==> config.mk <==
export PLATFORM = sky130hd
export DESIGN_NAME = gcd_entry_driver
export DESIGN_NICKNAME = d
export VERILOG_FILES = /design/src/rtl/gcd_panel_pkg.sv /design/src/rtl/gcd_entry_driver_press_timer.sv /design/src/rtl/gcd_entry_driver.sv
export SDC_FILE = /design/constraint.sdc
export NUM_CORES = 1
export LEC_CHECK = 0
export ABC_AREA = 1
export CAP_MARGIN = 20
export CORE_MARGIN = 1
export CORE_UTILIZATION = 35
export CTS_BUF_LIST = sky130_fd_sc_hd__clkbuf_16
export CTS_CLUSTER_DIAMETER = 60
export DETAILED_ROUTE_END_ITERATION = 10
export PLACE_DENSITY = 0.63
export SLEW_MARGIN = 20
export SYNTH_ARGS = -nofsm -noshare
export SYNTH_HDL_FRONTEND = slang
export SYNTH_HIERARCHICAL = 1
export SYNTH_SLANG_ARGS = --single-unit
==> constraint.sdc <==
create_clock -name clk -period 2.6 [get_ports clk]
set_input_delay 0.52 -clock clk [delete_from_list [all_inputs] [get_ports clk]]
set_output_delay 0.52 -clock clk [all_outputs]
set_load 0.03 [all_outputs]
==> src/rtl/gcd_panel_pkg.sv <==
// Shared types and helpers for the GCD front-panel driver.
// States, press phases, digit limits and mod-10 subtract.
package gcd_panel_pkg;

  localparam int DIGIT_W = 4;
  localparam logic [DIGIT_W-1:0] DIGIT_MAX = 4'd9;

  typedef enum logic [2:0] {
    IDLE,
    LEAVE,
    ADD_A,
    ADD_B,
    ENTER
  } state_t;

  typedef enum logic {
    PRESS,
    GAP
  } phase_t;

  // (t - s) mod 10 for BCD digits, widened to 5 bits first
  function automatic logic [DIGIT_W-1:0] sub_mod10(
    input logic [DIGIT_W-1:0] t,
    input logic [DIGIT_W-1:0] s
  );
    logic [DIGIT_W:0] r;
    if (t >= s) r = {1'b0, t} - {1'b0, s};
    else        r = {1'b0, t} + 5'd10 - {1'b0, s};
    return r[DIGIT_W-1:0];
  endfunction

endpackage

==> src/rtl/gcd_entry_driver_press_timer.sv <==
// Press/gap timer: go starts PULSE_LEN press cycles then GAP_LEN gap cycles.
// Ports: clk, rst_n, go -> pressing, press_end, gap_end.
module press_timer
  import gcd_panel_pkg::*;
#(
  parameter int PULSE_LEN = 2,
  parameter int GAP_LEN   = 2
) (
  input  logic clk,
  input  logic rst_n,
  input  logic go,
  output logic pressing,
  output logic press_end,
  output logic gap_end
);

  localparam int CNT_MAX =
    (PULSE_LEN > GAP_LEN) ? PULSE_LEN : GAP_LEN;
  localparam int CW = $clog2(CNT_MAX + 1);
  localparam logic [CW-1:0] P_LAST = CW'(PULSE_LEN - 1);
  localparam logic [CW-1:0] G_LAST = CW'(GAP_LEN - 1);

  logic          active;
  phase_t        phase;
  logic [CW-1:0] cnt;

  assign pressing  = active && (phase == PRESS);
  assign press_end = pressing && (cnt == P_LAST);
  assign gap_end   = active && (phase == GAP) &&
                     (cnt == G_LAST);

  always_ff @(posedge clk) begin
    if (!rst_n) begin
      active <= 1'b0;
      phase  <= PRESS;
      cnt    <= '0;
    end else if (go) begin
      active <= 1'b1;
      phase  <= PRESS;
      cnt    <= '0;
    end else if (press_end) begin
      phase <= GAP;
      cnt   <= '0;
    end else if (gap_end) begin
      active <= 1'b0;
    end else if (active) begin
      cnt <= cnt + CW'(1);
    end
  end

endmodule

==> src/rtl/gcd_entry_driver.sv <==
// Front-panel driver: turns load/toggle requests into add/next presses.
// Ports: clk, rst_n, start, digit_a/b, toggle -> select, add, next, data_in, busy, done, err, gcd_mode.
module gcd_entry_driver
  import gcd_panel_pkg::*;
#(
  parameter int PULSE_LEN = 2,
  parameter int GAP_LEN   = 2
) (
  input  logic               clk,
  input  logic               rst_n,
  input  logic               start,
  input  logic [DIGIT_W-1:0] digit_a,
  input  logic [DIGIT_W-1:0] digit_b,
  input  logic               toggle,
  output logic               select,
  output logic               add,
  output logic               next,
  output logic [DIGIT_W-1:0] data_in,
  output logic               busy,
  output logic               done,
  output logic               err,
  output logic               gcd_mode
);

  state_t state, state_d;
  logic need_a, need_b, need_a_d, need_b_d;
  logic [DIGIT_W-1:0] tgt_a, tgt_b, sh_a, sh_b;
  logic [DIGIT_W-1:0] op_a, op_b;
  logic go, pressing, press_end, gap_end;
  logic bad, load, press_d;

  press_timer #(
    .PULSE_LEN(PULSE_LEN),
    .GAP_LEN  (GAP_LEN)
  ) u_timer (
    .clk      (clk),
    .rst_n    (rst_n),
    .go       (go),
    .pressing (pressing),
    .press_end(press_end),
    .gap_end  (gap_end)
  );

  assign bad  = (digit_a > DIGIT_MAX) ||
                (digit_b > DIGIT_MAX);
  assign load = (state == IDLE) && start && !bad;
  // targets are not latched yet on the accepting edge
  assign op_a = (state == IDLE) ? digit_a : tgt_a;
  assign op_b = (state == IDLE) ? digit_b : tgt_b;

  always_comb begin
    state_d  = state;
    need_a_d = need_a;
    need_b_d = need_b;
    go       = 1'b0;
    unique case (state)
      IDLE: begin
        if (load) begin
          need_a_d = (digit_a != sh_a);
          need_b_d = (digit_b != sh_b);
          go       = 1'b1;
          if (gcd_mode)      state_d = LEAVE;
          else if (need_a_d) state_d = ADD_A;
          else if (need_b_d) state_d = ADD_B;
          else               state_d = ENTER;
        end else if (toggle && !start) begin
          // a lone mode flip is just an ENTER press
          need_a_d = 1'b0;
          need_b_d = 1'b0;
          go       = 1'b1;
          state_d  = ENTER;
        end
      end
      LEAVE: if (gap_end) begin
        if (need_a)      state_d = ADD_A;
        else if (need_b) state_d = ADD_B;
        else             state_d = ENTER;
      end
      ADD_A: if (gap_end)
        state_d = need_b ? ADD_B : ENTER;
      ADD_B: if (gap_end) state_d = ENTER;
      ENTER: if (gap_end) state_d = IDLE;
      default: state_d = IDLE;
    endcase
    if (state != IDLE && gap_end &&
        state_d != IDLE)
      go = 1'b1;
  end

  assign press_d = go || (pressing && !press_end);

  always_ff @(posedge clk) begin
    if (!rst_n) begin
      state    <= IDLE;
      need_a   <= 1'b0;
      need_b   <= 1'b0;
      tgt_a    <= '0;
      tgt_b    <= '0;
      sh_a     <= '0;
      sh_b     <= '0;
      select   <= 1'b0;
      add      <= 1'b0;
      next     <= 1'b0;
      data_in  <= '0;
      busy     <= 1'b0;
      done     <= 1'b0;
      err      <= 1'b0;
      gcd_mode <= 1'b0;
    end else begin
      state  <= state_d;
      need_a <= need_a_d;
      need_b <= need_b_d;
      if (load) begin
        tgt_a <= digit_a;
        tgt_b <= digit_b;
      end
      add  <= press_d &&
              (state_d == ADD_A || state_d == ADD_B);
      next <= press_d &&
              (state_d == LEAVE || state_d == ENTER);
      busy <= (state_d != IDLE);
      done <= (state != IDLE) && (state_d == IDLE);
      err  <= (state == IDLE) && start && bad;
      // operand held from press start through its gap
      if (go && state_d == ADD_A) begin
        select  <= 1'b0;
        data_in <= sub_mod10(op_a, sh_a);
      end
      if (go && state_d == ADD_B) begin
        select  <= 1'b1;
        data_in <= sub_mod10(op_b, sh_b);
      end
      if (press_end) begin
        unique case (state)
          ADD_A:        sh_a     <= tgt_a;
          ADD_B:        sh_b     <= tgt_b;
          LEAVE, ENTER: gcd_mode <= ~gcd_mode;
          default: ;
        endcase
      end
    end
  end

endmodule

==> impl_results.md, run 1 <==
- I/O Buffers: 22
- Die Ht: 85.5 µm
- Worst-skew pair later-pin latency: 0.29 ns
- P&R area growth vs syn: 31.7%
- Crit Path Category: flip-flop to flip-flop
- Pwr dens: 534 mW/mm²
- Slew HR: between 70% and 80%
- Reg2reg end: data_in[3]$_SDFFE_PN0P_
- Post-synth top area cell: dfxtp_1
- Die span in x: around 85 µm
- Overflow after GRT: 0
- Vias: around 2.3k
- #FFs+latches synth: 36
- Vias in the first global route: 2211
- Nets: 440
- Max incr delay on CP: 0.39 ns
- Ys Warns: 6
- Final min period: 2.45 ns
- Final Setup Violations: 0
- Total GRT Usage: between 15 and 20%
- CTS tree: built
- Final period util: between 90% and 100%
- CP startpoint kind: flip-flop
- DR pass1 iterations: 4
- Crit path required time: 2.82 ns
- Post-synth net total: between 300 and 400
- Maxcap violations: 0
- DR WL/cell: ~12 µm
- Crit Path Max Fanout: 4
- CTS Root Buffer Type: clkbuf_16
- Final non-filler cell total: 490
- Filler cell count: 674
- Largest net degree at the start of global routing: 24
- Tot Pwr: 1710 µW
- Hold_buf cts: 0
- Placed cells: 481
- Total wire length: 5.81 mm
- I/O Pins: 23
- Die area: around 0.0073 mm²
- Final Hold Violating Endpoints: 0
- Starting Density: 36.1%
- Layout cells sized above 1: 22.2%
- Slowest cell on the critical path: fa_1
- Routed Antenna Nets: 0
- Area share of the largest cell type after synthesis: 29.6%
- Post-DP HPWL: about 4.6 mm
- DRT iter0 DRCs: 81
- CTS max path bufs: 2
- Sink Count: 36
- Status: complete, no violations
- Endpoint, Worst Hold: u_timer/cnt[1]$_SDFFE_PP0P_
- Max IR drop VDD: 0.000277 V
- Worst Setup End Kind: flip-flop
- Clk slew on worst S/H paths: 0.05 ns
- Yosys cell types: 33
- RR Startpoint: state[1]$_SDFF_PN0_
- First-pass GRT wire length: just under 10 mm
- Cts bufs inserted: 5
- Final GP Congestion: between 0.9 and 1
- Clk_skew: 0.00292 ns
- DP Worst Slack: -0.337 ns
- Hold Path Class: flip-flop to flip-flop
- Hold Path Origin: u_timer/cnt[1]$_SDFFE_PP0P_
- Hold path depth: 2
- # diodes: 0
- Min setup slack post-route: 0.153 ns
- Register area share after synthesis: between 20% and 30%
- Cell Area, Synth: 0.00244 mm²
- Syn avg cell area: 7.07 µm²
- Area contributors post-synth: dfxtp_1, nand2_1, inv_1, ha_1, o21ai_0
- Tightest Pin Transition: 0.403 ns
- Synth Instances: between 300 and 400
- Pins Over Slew Limit: 0
- Num rows: 30
- Initial antenna violation count: 0
- Leakage power: ~0.0015 µW
- Critical-path cell list: nor2_4 > nand2_2 > buf_4 > buf_4 > mux2i_1 > ha_2 > fa_1 > nand2_1 > a31o_2 > mux2i_1 > inv_1 > o211ai_1 > nor2_1 > nor2_1
- R2R setup slack: 0.15 ns
- H-tree depth: 2
- DRC violations left: 0
- CORE AREA: 0.00676 mm²
- Data arrival time of the worst path: approximately 2.7 ns
- Vias/cell: 4.65
- Register-to-Register Path Depth: 14
- F_max: 409 MHz
- RSZ-0062 raised after global routing: no
## cell families (layout without fill, tap and decap cells)
group	Yosys count	after routing	share of synthesized area, %
fa+ha+maj	19	19	11.6
simple gates	139	139	25.7
xor+xnor	11	11	3.95
compound gates	76	76	18.6
mux	3	3	1.23
buf+inv	61	126	9.39
flops	36	36	29.6
## state kept, by name, indices dropped and copies added (netlist names), 2 cells and up
| name | count |
|---|---|
| u_timer/cnt | 2 |
| tgt_b | 4 |
| data_in | 4 |
| sh_a | 4 |
| tgt_a | 4 |
| sh_b | 4 |
| state | 3 |
## per-stage QoR
| stage | utilization (%) | cell area [µm²] | TNS (ns) | hold slack, ns |
|---|---|---|---|---|
| after floorplan | - | 2440 | 0 | 0.436 |
| after global placement | 44.8 | 3030 | -0.754 | 0.450 |
| after detailed placement | 44.8 | 3030 | -0.931 | 0.457 |
| after CTS | 46.9 | 3170 | 0 | 0.467 |
| after global routing | 47.5 | 3210 | 0 | 0.501 |
| final | 47.5 | 3210 | 0 | 0.463 |
## where the power goes
group	leakage, µW	switching (µW)	internal [µW]
sequential	0.000293	18.8	584
clock	0.0000710	230	348
combinational	0.00112	288	246
## layer usage
layer	GRT usage [%]	wire [µm]	vias to the layer above	part of all wire, %
li1	-	-	1218	-
met1	21.5	2700	1015	46
met5	0	0	-	0
met4	7.27	153	0	2.6
met2	28.9	2750	31	47
met3	4.96	200	13	3.4
## final cells by class
cell class                 instances  area (µm²)  share of cell area, %
multi-input combinational        248        1520                   47.4
inverter                          57         214                   6.66
timing repair buffer              61         515                   16.1
tap                               80         100                   3.12
sequential                        36         722                   22.5
clock buffer                       5         125                   3.90
clock inverter                     3        13.8                  0.429
## placed cells by master (no fill, tap or decap), types with 2 or more instances in the layout
cell / Yosys / final
nand2_1: 79 / 78
inv_1: 46 / 44
buf_4: 0 / 39
dfxtp_1: 36 / 35
nor2_1: 34 / 31
a21oi_1: 28 / 28
o21ai_0: 29 / 27
clkdlybuf4s50_1: 0 / 21
inv_2: 9 / 11
ha_1: 13 / 11
nand2_2: 6 / 7
xnor2_1: 7 / 7
nor2_2: 3 / 6
nand3_1: 6 / 6
fa_1: 6 / 5
clkbuf_16: 0 / 5
o211ai_1: 4 / 4
xor2_1: 4 / 4
o21ai_1: 3 / 3
mux2i_1: 3 / 3
clkinv_1: 2 / 3
nor2_4: 2 / 2
nand3_4: 2 / 2
nand2_4: 2 / 2
nand3_2: 2 / 2
o21bai_4: 2 / 2
a21boi_1: 2 / 2
o21ai_2: 0 / 2
a21oi_2: 2 / 2
nor3_1: 2 / 2
o21bai_1: 2 / 2
ha_2: 0 / 2
clkinv_2: 0 / 2
## how the worst max path moves through the flow
stage	startpoint	endpoint	slack [ns]	depth (start not counted)
floorplan	state[0]$_SDFF_PN0_	data_in[3]$_SDFFE_PN0P_	0.06	16
global placement	digit_a[1]	data_in[3]$_SDFFE_PN0P_	-0.24	14
detailed placement	digit_a[1]	data_in[3]$_SDFFE_PN0P_	-0.34	14
CTS	state[1]$_SDFF_PN0_	data_in[3]$_SDFFE_PN0P_	0.03	16
global route	digit_b[2]	u_timer/cnt[1]$_SDFFE_PP0P_	0.007	16
finish	state[1]$_SDFF_PN0_	data_in[3]$_SDFFE_PN0P_	0.15	14
## synthesized netlist by cell type (all sizes together)
cell / n
a21boi: 2
a21oi: 31
a31o: 1
a31oi: 1
clkbuf: 4
clkinv: 2
dfxtp: 36
fa: 6
ha: 13
inv: 55
mux2i: 3
nand2: 87
nand3: 10
nor2: 39
nor3: 2
nor4: 1
o211ai: 4
o21ai: 32
o21bai: 4
o22ai: 1
xnor2: 7
xor2: 4
## critical path: cells and delay by family, from the launching register on
family | cells | cell delay (ns)
AO/OA/AOI/OAI | 2 | 0.36
buffers and inverters | 3 | 0.36
flip-flops | 1 | 0.33
multiplexers | 2 | 0.31
adder cells (fa/ha/maj) | 2 | 0.60
AND/OR/NAND/NOR | 5 | 0.43
## repair_timing
action                                 4_1_cts  5_1_grt
cloned                                       0        0
setup endpoints to repair                    1        5
endpoints found under the hold margin        0        0
resized for setup                            2       14
setup buffers                                0        1
pin swaps                                    0        5
Power figures use the tool's default switching activity.
==> run 2, diff against run 1 <==
--- a/config.mk
+++ b/config.mk
@@ -6,12 +6,13 @@
 export NUM_CORES = 1
 export LEC_CHECK = 0
 export ABC_AREA = 1
-export CAP_MARGIN = 20
+export ABC_CLOCK_PERIOD_IN_PS = 2600
 export CORE_MARGIN = 1
 export CORE_UTILIZATION = 35
 export CTS_BUF_LIST = sky130_fd_sc_hd__clkbuf_16
 export CTS_CLUSTER_DIAMETER = 60
 export DETAILED_ROUTE_END_ITERATION = 10
+export GPL_ROUTABILITY_DRIVEN = 0
 export PLACE_DENSITY = 0.63
 export SLEW_MARGIN = 20
 export SYNTH_ARGS = -nofsm -noshare
==> results of run 2 <==
The final DEF is identical to that of run 1; final timing and power are the same.
